[src/rtl/updown_ctr_seq.sv]
// -----------------------------------------------------------------------------
// updown_ctr_seq
//
// Command-driven initiator for the updown_ctr control interface.  Commands
// (LOAD / UP / DOWN / WAIT) arrive over a valid/ready handshake.  They are
// turned into cycle-accurate, registered load/din/up/enable strobes for the
// counter.  A reference model of the expected count runs alongside.  Any
// disagreement with the counter's count output raises a sticky error flag.
//
// Parameters
//   WIDTH     counter data width (din, count, exp_count)
//   LEN_W     width of the command cycle-count field
//
// Ports
//   clk        clock, all logic on the rising edge
//   reset      asynchronous active-low reset
//   cmd_valid  command present
//   cmd_ready  sequencer can accept a command (IDLE only)
//   cmd_op     00=LOAD, 01=UP, 10=DOWN, 11=WAIT
//   cmd_data   load value (LOAD only)
//   cmd_len    number of active cycles (UP/DOWN/WAIT)
//   load       counter load strobe
//   din        counter load data (holds the last loaded value)
//   up         counter direction, 1=increment (holds outside RUN)
//   enable     counter count enable
//   count      counter output feedback
//   busy       command in progress
//   done       one-cycle pulse in the first IDLE cycle after a command
//   exp_count  model of the expected counter value
//   chk_valid  model is valid (set by the first LOAD)
//   err        sticky mismatch flag
//   err_clr    synchronous clear of err (a coincident mismatch wins)
// -----------------------------------------------------------------------------
module updown_ctr_seq #(
   parameter int WIDTH = 32,
   parameter int LEN_W = 16
) (
   input  logic             clk,
   input  logic             reset,
   input  logic             cmd_valid,
   output logic             cmd_ready,
   input  logic [1:0]       cmd_op,
   input  logic [WIDTH-1:0] cmd_data,
   input  logic [LEN_W-1:0] cmd_len,
   output logic             load,
   output logic [WIDTH-1:0] din,
   output logic             up,
   output logic             enable,
   input  logic [WIDTH-1:0] count,
   output logic             busy,
   output logic             done,
   output logic [WIDTH-1:0] exp_count,
   output logic             chk_valid,
   output logic             err,
   input  logic             err_clr
);

   localparam logic [1:0] OP_LOAD = 2'b00;
   localparam logic [1:0] OP_UP   = 2'b01;
   localparam logic [1:0] OP_DOWN = 2'b10;
   localparam logic [1:0] OP_WAIT = 2'b11;

   typedef enum logic [1:0] {
      ST_IDLE = 2'd0,
      ST_LOAD = 2'd1,
      ST_RUN  = 2'd2,
      ST_WAIT = 2'd3
   } state_t;

   state_t             state_reg, state_next;
   logic [LEN_W-1:0]   len_reg, len_next;

   logic               load_reg, load_next;
   logic [WIDTH-1:0]   din_reg, din_next;
   logic               up_reg, up_next;
   logic               enable_reg, enable_next;
   logic               done_reg, done_next;
   logic [WIDTH-1:0]   exp_count_reg, exp_count_next;
   logic               chk_valid_reg, chk_valid_next;
   logic               err_reg, err_next;

   logic               accept;
   logic               len_zero;
   logic               last_cycle;
   logic               mismatch;

   // Ready is forced low while reset is held so that every output reads 0
   // during reset and ready appears as soon as reset is released.
   assign cmd_ready  = reset & (state_reg == ST_IDLE);
   assign accept     = cmd_valid & cmd_ready;
   assign len_zero   = (cmd_len == '0);

   // The remaining-cycle counter holds the number of active cycles still to
   // come, including the current one, so a value of 1 marks the final cycle.
   assign last_cycle = (state_reg == ST_LOAD) ||
                       (((state_reg == ST_RUN) || (state_reg == ST_WAIT)) &&
                        (len_reg == LEN_W'(1)));

   // The checker is live in every state once the model holds a loaded value.
   assign mismatch   = chk_valid_reg && (count != exp_count_reg);

   // -------------------------------------------------------------------------
   // State and datapath registers
   // -------------------------------------------------------------------------
   always_ff @(posedge clk or negedge reset) begin
      if (!reset) begin
         state_reg     <= ST_IDLE;
         len_reg       <= '0;
         load_reg      <= 1'b0;
         din_reg       <= '0;
         up_reg        <= 1'b0;
         enable_reg    <= 1'b0;
         done_reg      <= 1'b0;
         exp_count_reg <= '0;
         chk_valid_reg <= 1'b0;
         err_reg       <= 1'b0;
      end else begin
         state_reg     <= state_next;
         len_reg       <= len_next;
         load_reg      <= load_next;
         din_reg       <= din_next;
         up_reg        <= up_next;
         enable_reg    <= enable_next;
         done_reg      <= done_next;
         exp_count_reg <= exp_count_next;
         chk_valid_reg <= chk_valid_next;
         err_reg       <= err_next;
      end
   end

   // -------------------------------------------------------------------------
   // Next-state logic
   // -------------------------------------------------------------------------
   always_comb begin
      state_next = state_reg;
      len_next   = len_reg;
      unique case (state_reg)
         ST_IDLE: begin
            if (accept) begin
               unique case (cmd_op)
                  OP_LOAD: state_next = ST_LOAD;
                  OP_UP, OP_DOWN: begin
                     // A zero-length command has no active cycle at all;
                     // it stays in IDLE and only produces the done pulse.
                     if (!len_zero) begin
                        state_next = ST_RUN;
                        len_next   = cmd_len;
                     end
                  end
                  OP_WAIT: begin
                     if (!len_zero) begin
                        state_next = ST_WAIT;
                        len_next   = cmd_len;
                     end
                  end
                  default: state_next = ST_IDLE;
               endcase
            end
         end
         ST_LOAD: begin
            state_next = ST_IDLE;
         end
         ST_RUN, ST_WAIT: begin
            len_next = len_reg - LEN_W'(1);
            if (last_cycle) begin
               state_next = ST_IDLE;
            end
         end
         default: begin
            state_next = ST_IDLE;
            len_next   = '0;
         end
      endcase
   end

   // -------------------------------------------------------------------------
   // Output logic: computes the values the registered outputs take at the
   // next edge, so every counter strobe is driven straight from a flop.
   // -------------------------------------------------------------------------
   always_comb begin
      load_next      = (state_next == ST_LOAD);
      enable_next    = (state_next == ST_RUN);
      din_next       = din_reg;
      up_next        = up_reg;
      exp_count_next = exp_count_reg;
      chk_valid_next = chk_valid_reg;

      // Load data and direction are captured only at the accepting edge.
      if (accept && (cmd_op == OP_LOAD)) begin
         din_next = cmd_data;
      end
      if (accept && (state_next == ST_RUN)) begin
         up_next = (cmd_op == OP_UP);
      end

      // The model moves on the closing edge of each active cycle, the same
      // edge on which the counter itself updates.
      unique case (state_reg)
         ST_LOAD: begin
            exp_count_next = din_reg;
            chk_valid_next = 1'b1;
         end
         ST_RUN: begin
            exp_count_next = up_reg ? (exp_count_reg + WIDTH'(1))
                                    : (exp_count_reg - WIDTH'(1));
         end
         default: begin
            exp_count_next = exp_count_reg;
         end
      endcase

      // done marks the first IDLE cycle after a command: either the final
      // active cycle closes, or a zero-length command was just accepted.
      done_next = last_cycle ||
                  (accept && (cmd_op != OP_LOAD) && len_zero);

      // Sticky error: a mismatch takes priority over a coincident clear.
      err_next = mismatch | (err_reg & ~err_clr);
   end

   assign load      = load_reg;
   assign din       = din_reg;
   assign up        = up_reg;
   assign enable    = enable_reg;
   assign done      = done_reg;
   assign busy      = (state_reg != ST_IDLE);
   assign exp_count = exp_count_reg;
   assign chk_valid = chk_valid_reg;
   assign err       = err_reg;

endmodule

[config.mk]
export PLATFORM = sky130hd
export DESIGN_NAME = updown_ctr_seq
export DESIGN_NICKNAME = d
export VERILOG_FILES = /design/src/rtl/updown_ctr_seq.sv
export SDC_FILE = /design/constraint.sdc
export NUM_CORES = 1
export LEC_CHECK = 0
export ABC_CLOCK_PERIOD_IN_PS = 4300
export BUFFER_PORTS_ARGS = -buffer_cell sky130_fd_sc_hd__buf_2
export CORE_MARGIN = 1.5
export CORE_UTILIZATION = 54
export DETAILED_ROUTE_END_ITERATION = 7
export HOLD_SLACK_MARGIN = 0.15
export PLACE_DENSITY = 0.81
export SYNTH_ARGS = -nofsm -noshare
export SYNTH_HDL_FRONTEND = slang
export SYNTH_SLANG_ARGS = --single-unit
[constraint.sdc]
create_clock -name clk -period 4.3 [get_ports clk]
set_input_delay 0.43 -clock clk [delete_from_list [all_inputs] [get_ports clk]]
set_output_delay 0.43 -clock clk [all_outputs]
set_load 0.1 [all_outputs]
After elaboration in Yosys (flattened, before gate mapping)
Index checks and enable logic that the tools add are counted.

cells by class
  multiplexer cells = 12
  add/subtract/negate cells = 3
  magnitude comparators = 0
  reductions and logical operators = 20
  divide/modulo/power cells = 0
  multipliers = 0
  equal/unequal tests = 13
  bitwise operators = 5
  shift-type cells = 0

operator list
  operator                 number
  $pmux W32 S2             1
  $mux W16                 3
  $add A32 B1 Y32 const B  1
  $mux W32                 1
  $ne A32 B32 Y1           1
  $pmux W16 S2             1
  $sub A32 B1 Y32 const B  1
  $eq A16 B1 Y1 const B    1
  $logic_not A16 Y1        1
  $sub A16 B1 Y16 const B  1
  $pmux W2 S3              2
  $eq A2 B2 Y1 const B     5
  $mux W2                  4
  $reduce_bool A2 Y1       4
  $eq A2 B1 Y1 const B     3
  $logic_and A1 B1 Y1      6
  $ne A2 B2 Y1 const B     3
  $logic_not A2 Y1         2
  $reduce_and A4 Y1        1
  $reduce_or A2 Y1         2
  $and A1 B1 Y1            3
  $logic_or A1 B1 Y1       3
  $reduce_or A3 Y1         1
  $not A1 Y1               1
  $or A1 B1 Y1             1

storage, ports and cells
  flip-flop bits (word level) = 88
  output and inout bits = 72
  memories kept = 0
  bits in latches = 0
  input bits = 86
  ROM bits = 0
  memory bits (writable) = 0

Longest topological paths before layout
Gate-level depths: netlist (run 1).

  depth in word-level cells = 8
  mapped depth = 12
  mapped depth without buffers = 11

Worst setup path before layout (run 1)
OpenSTA, ideal clock, no wires.

  path type = reg2reg
  start = register up_reg, in the netlist up
  end = register exp_count_reg[28], in the netlist exp_count[28]
  path buffers = 0
  data required time = 4.208 ns
  arrival = 3.884 ns
  slack = 0.325 ns
  cell stages (with the launch flop) = 12
  clock period less this slack = 3.975 ns
  cell sequence = dfrtp_1 > inv_1 > ha_1 > and2b_1 > o2111ai_2 > a2111o_1 > a21oi_2 > o211ai_2 > a211oi_2 > o211ai_1 > nor3b_1 > o31ai_2

between the ends
  cells in the longest elaborated chain, start to end = 2

RTL lines
  item                    RTL line  text
  from (decl)             75        logic up_reg, up_next;
  from (signal assigned)  122       up_reg <= up_next;
  $mux W32                204       exp_count_next = up_reg ? (exp_count_reg + WIDTH'(1))
  $pmux W32 S2            198       unique case (state_reg)
  to (signal assigned)    125       exp_count_reg <= exp_count_next;
  to (decl)               78        logic [WIDTH-1:0] exp_count_reg, exp_count_next;

No other way between the ends.
A chain may end at the register's enable or synchronous reset.

Worst setup path after layout (run 1)
  start = register up_reg, in the netlist up
  end = register exp_count_reg[31], in the netlist exp_count[31]

Same word-level chain as after synthesis.

==> metrics.txt, run 1 <==
status completed; endpoints failing setup 0; number of sinks handled by clock tree synthesis 88; peak fanout along the critical path 20; endpoint class of the critical path register; proportion of register bits with asynchronous set or reset after synthesis 1.00; number of antenna-violating nets in the routed design 0; Least-Margin Pin Slew 944 ps; most common cell after layout, fill and taps aside buf_2; EDFF count, synth 0; worst setup path startpoint up; routed wire length per instance 17.6 microns; clock insertion delay at the later pin of the skew report 370 ps; Synth warnings 0; area growth from synthesis to final layout 17.5%; fill cell count 897; final hold violations 0; predominant post-synthesis flop cell dfrtp_1; unrepaired setup endpoints after global routing no; post-synthesis cell area 6080 sq um; Starting Density 0.559; type of the worst setup path reg2reg; detailed-routing iteration count for the pre-antenna-repair pass 5; number of global-route vias before repair 5309; register bit total from synthesis 88; Max Cap Viol 0; met1 track demand over resource 0.367; kind of cell adding the most delay to the critical path compound AO/OA/AOI/OAI gates; headroom to the max-slew limit 0.371; Avg Synthesized Cell Area 9.01 sq um; met2 Usage GRT 0.496; die footprint 11900 sq um; hold_sp err_clr; detailed router's first-iteration violation count 518; wire length of the first global-routing pass 26.1 mm; number of buffers created by CTS 9; met3 capacity usage during global routing 0.0466; start of the worst register-to-register path up; clock-pin slew on the worst setup and hold paths 90 ps; sequential cell area fraction in the yosys report 0.362; I/O pin cnt 158; number of remaining DRC errors 0; post-detailed-route via-to-cell ratio 5.92; depth of the CTS H-tree 3; Largest stage delay, worst path 550 ps; top cell type by total area after synthesis dfrtp_1; proportion of layout cells with a drive suffix above 1 0.264; endpoint arrival time on the critical path 3660 ps; total number of placement rows 38; Setup Buffers After CTS 0; required time of the critical path 4610 ps; Die H 109 microns; global route hottest layer met2; hold bufs inserted after CTS 1; pin count of the biggest net entering global routing 70; overall track demand over capacity in global routing 0.288; TritonCTS clock tree built; die width 109 microns; antenna violations before repair 0; clock root buffer master clkbuf_8; routed vias 5709; post-layout min period 3350 ps; Syn Inst Count 675; overall routed net length 17.0 mm; CP startpoint kind register; core outline area 10900 sq um; detailed-placement wirelength estimate 12.8 mm; sum of negative setup slack 0 ps; ranking of synthesized cells by area dfrtp_1 36%, ha_1 8.2%, a21oi_1 7.0%, xor2_1 6.0%, mux2_2 5.9%; highest-count cells in the layout ignoring fill and taps 156 x buf_2, 88 x dfrtp_1, 85 x a21oi_1; worst clock skew on the final layout 10.5 ps; Final Max Slew Viols 0; worst hold-check path type in2reg; I/O Buffers 157; ANT cells 0; area fraction of the dominant cell type after synthesis 0.362; post-route clock period utilization 0.778; nets 947; buffering stage count on the worst path with inverters included 2; Final Util 0.657; clock buffer depth 2; Resized Gates After CTS 0; worst-path cell with the longest stage delay inv_1; chain of cells forming the critical path inv_1 -> buf_4 -> ha_1 -> and3_1 -> a41oi_1 -> a21boi_0 -> o31ai_2 -> o311ai_1 -> or3_1 -> nand3_1; FMAX 299 MHz; Syn Nets 802; Congestion Overflow GR 0; routability cong. 0.970; library cells used by synthesis 54
-- kinds of logic after synthesis --
family,count (synthesis),synth area share
xor gates and xnor gates,55,0.0792
DFF,88,0.362
and+or+nand+nor,195,0.153
adders and majority gates,41,0.0856
muxes,54,0.0955
AOI/OAI and AO/OA,195,0.194
buffers and inverters,47,0.0298
-- synth_stat cells (5+ instances only) --
cell type / n
nor4_1: 14
a31oi_1: 10
o21bai_1: 5
nor2_1: 66
buf_1: 8
or3_1: 8
dfrtp_1: 88
clkbuf_1: 18
a21oi_1: 85
nand4_1: 7
a211oi_1: 7
o21ai_0: 36
o211ai_1: 5
inv_1: 17
xnor2_1: 13
nor2b_1: 9
nand3_1: 16
mux2_2: 32
ha_1: 40
and3_1: 6
nand2_1: 41
mux2i_1: 22
a21o_1: 15
xor2_1: 42
nor3_1: 10
-- stage by stage --
stage	instances	worst slack, ps	hold slack (ps)	cell area (sq um)
2_1_floorplan	675	325	134	6080
6_report	965	953	267	7150
4_1_cts	965	923	246	7150
3_5_place_dp	948	959	350	6980
5_1_grt	965	647	271	7150
3_3_place_gp	948	1090	345	6980
-- worst paths after layout --
| path | cells after the start | slack (ps) | end |
|---|---|---|---|
| setup / recovery | 10 | 950 | exp_count[31] |
| hold / removal | 2 | 270 | err |
| setup reg to reg | 10 | 950 | exp_count[31] |
| hold reg to reg | 2 | 540 | len_reg[6] |
| max in group asynchronous | 3 | 2610 | len_reg[2] |
| min in group asynchronous | 2 | 500 | exp_count[29] |
-- area by class of cell --
type | count | area, sq um | share of cell area
Tap cell | 140 | 175 | 0.0245
Clock buffer | 16 | 160 | 0.0224
Timing Repair Buffer | 164 | 843 | 0.118
Multi-Input combinational cell | 540 | 3700 | 0.518
Sequential cell | 88 | 2200 | 0.308
Inverter | 17 | 63.8 | 0.00893
-- layer usage --
metal | vias to the layer above | part of all wire
met5 | - | 0
met3 | 26 | 0.070
met4 | 0 | 0.017
met2 | 244 | 0.49
li1 | 2740 | -
met1 | 2699 | 0.43
-- worst register-to-register path, cell delays in order (launching register included) --
cell and delay [ps]:
dfrtp_1 450, inv_1 550, buf_4 360, ha_1 310, and3_1 220, a41oi_1 200
a21boi_0 150, o31ai_2 460, o311ai_1 200, or3_1 340, nand3_1 80
Power of run 1 is not shown: default switching activity piles up to over one toggle a cycle in this logic, so the estimate is an artifact.
==> run 2: changes to the inputs <==
- ABC_CLOCK_PERIOD_IN_PS: 4300 -> 3200
- clock period: 4.3 -> 3.2 ns (I/O delays scaled with it)
==> run 2 against run 1 <==
First-iteration DRC count decreased by 37%. Wire length up 1.8%. Critical path type unchanged. Clock skew is 1.8 ps higher. Core utilization increased by 2.4 points. Largest cell class unchanged.
==> metrics.txt, run 2 (synthesis gave the netlist of run 1 again) <==
status completed (unchanged); routed wire length per instance 17.5 microns (was 17.6 microns); clock insertion delay at the later pin of the skew report 380 ps (was 370 ps); hold_sp cmd_data[30] (was err_clr); core outline area 10900 sq um (unchanged); fill cell count 873 (was 897); Congestion Overflow GR 0 (unchanged); reg-to-reg endpoint exp_count[28] (was exp_count[31]); overall routed net length 17.3 mm (was 17.0 mm); Die H 109 microns (unchanged); worst min-delay path endpoint din[30] (was err); clock-pin slew on the worst setup and hold paths 100 ps (was 90 ps); worst hold-check path type in2reg (unchanged); routed vias 5841 (was 5709); worst clock skew on the final layout 12.2 ps (was 10.5 ps); antenna violations before repair 0 (unchanged); Largest stage delay, worst path 500 ps (was 550 ps); kind of cell adding the most delay to the critical path compound AO/OA/AOI/OAI gates (unchanged); detailed-placement wirelength estimate 12.9 mm (was 12.8 mm); number of antenna-violating nets in the routed design 0 (unchanged); post-layout min period 3060 ps (was 3350 ps); Final Max Slew Viols 0 (unchanged); endpoint arrival time on the critical path 3360 ps (was 3660 ps); headroom to the max-slew limit 0.402 (was 0.371); depth of the worst register-to-register path 11 (was 10); depth of the CTS H-tree 3 (unchanged); routability cong. 0.918 (was 0.970); number of buffers created by CTS 9 (unchanged); die width 109 microns (unchanged); number of global-route vias before repair 5545 (was 5309); reg-to-reg setup timing slack 140 ps (was 950 ps); start of the worst register-to-register path up (unchanged); endpoint class of the critical path register (unchanged); nets 966 (was 947); depth of the worst hold-timing path 2 (unchanged); buffering stage count on the worst path with inverters included 1 (was 2); peak fanout along the critical path 4 (was 20); most common cell after layout, fill and taps aside buf_2 (unchanged); detailed router's first-iteration violation count 324 (was 518); highest-count cells in the layout ignoring fill and taps 156 x buf_2, 86 x dfrtp_1, 83 x a21oi_1 (was 156 x buf_2, 88 x dfrtp_1, 85 x a21oi_1); endpoints failing setup 0 (unchanged); pin count of the biggest net entering global routing 71 (was 70); Hold Slack 165 ps (was 267 ps); type of the worst setup path reg2reg (unchanged); chain of cells forming the critical path buf_4 -> fa_2 -> and2b_2 -> o2111ai_2 -> a2111o_1 -> a21oi_2 -> o211ai_2 -> a211oi_2 -> o211ai_1 -> nor3b_1 -> o31ai_2 (was inv_1 -> buf_4 -> ha_1 -> and3_1 -> a41oi_1 -> a21boi_0 -> o31ai_2 -> o311ai_1 -> or3_1 -> nand3_1); number of remaining DRC errors 0 (unchanged); Max Cap Viol 0 (unchanged); detailed-routing iteration count for the pre-antenna-repair pass 5 (unchanged); I/O Buffers 157 (unchanged); area growth from synthesis to final layout 21.8% (was 17.5%); die footprint 11900 sq um (unchanged); post-detailed-route via-to-cell ratio 5.94 (was 5.92); clock buffer depth 2 (unchanged); unrepaired setup endpoints after global routing yes (was no); worst-path cell with the longest stage delay dfrtp_4 (was inv_1); Least-Margin Pin Slew 898 ps (was 944 ps); overall track demand over capacity in global routing 0.298 (was 0.288); TritonCTS clock tree built (unchanged); proportion of layout cells with a drive suffix above 1 0.293 (was 0.264); wire length of the first global-routing pass 27.2 mm (was 26.1 mm); final hold violations 0 (unchanged); Starting Density 0.559 (unchanged); I/O pin cnt 158 (unchanged); total number of placement rows 38 (unchanged); clock root buffer master clkbuf_8 (unchanged); required time of the critical path 3500 ps (was 4610 ps); ANT cells 0 (unchanged); number of sinks handled by clock tree synthesis 88 (unchanged); FMAX 327 MHz (was 299 MHz); post-route clock period utilization 0.956 (was 0.778); CP startpoint kind register (unchanged)
-- run 2: routing by layer --
| metal | track usage | vias to the layer above | wire, microns | part of all wire |
|---|---|---|---|---|
| met5 | 0 | - | 0 | 0 |
| met4 | 0.122 | 0 | 385 | 0.022 |
| met3 | 0.0395 | 27 | 1000 | 0.058 |
| met2 | 0.492 | 215 | 8280 | 0.48 |
| met1 | 0.394 | 2814 | 7600 | 0.44 |
| li1 | - | 2785 | - | - |
-- run 2: repair_timing --
| item | CTS | global route |
|---|---|---|
| endpoints found under the hold margin | 23 | 0 |
| endpoints found under the setup margin | 2 | 5 |
| resized for setup | 0 | 4 |
| hold buffers | 6 | 0 |
| buffers inserted | 3 | 1 |
| pin swaps | 0 | 4 |
-- run 2: area by class of cell --
cell class | instances | area [sq um] | share of cell area
clock inverters | 6 | 67.6 | 0.00912
inverters | 17 | 67.6 | 0.00912
clock buffers | 10 | 138 | 0.0186
well taps | 140 | 175 | 0.0236
repair buffers | 183 | 1020 | 0.138
multi-input cells | 540 | 3730 | 0.503
flip-flops and latches | 88 | 2210 | 0.298
-- run 2: metrics by stage --
stage / instances / worst slack, ps / setup TNS [ps] / instance area (sq um) / util
after CTS: 983 / 66.5 / 0 / 7390 / 0.679
after floorplan: 675 / -194 / -1040 / 6110 / -
after global routing: 984 / -2.32 / -2.32 / 7410 / 0.680
final: 984 / 142 / 0 / 7410 / 0.680
after detailed placement: 958 / -6.21 / -11.0 / 7090 / 0.652
after global placement: 958 / 111 / 0 / 7090 / 0.652
-- run 2: worst max path at each step --
| stage | startpoint | endpoint | slack, ps | cells after the start |
|---|---|---|---|---|
| 4_1_cts | up | exp_count[28] | 70 | 11 |
| 6_report | up | exp_count[28] | 140 | 11 |
| 3_3_place_gp | up | exp_count[29] | 110 | 12 |
| 2_1_floorplan | up | exp_count[31] | -190 | 12 |
| 3_5_place_dp | up | exp_count[29] | -6 | 12 |
| 5_1_grt | up | exp_count[28] | -2 | 11 |
-- run 2: worst register-to-register path, cell delays in order (launching register included) --
cell	delay (ps)
dfrtp_4	500
buf_4	160
fa_2	400
and2b_2	250
o2111ai_2	150
a2111o_1	430
a21oi_2	190
o211ai_2	120
a211oi_2	280
o211ai_1	120
nor3b_1	170
o31ai_2	210
Power of run 2 is left out for the same reason.
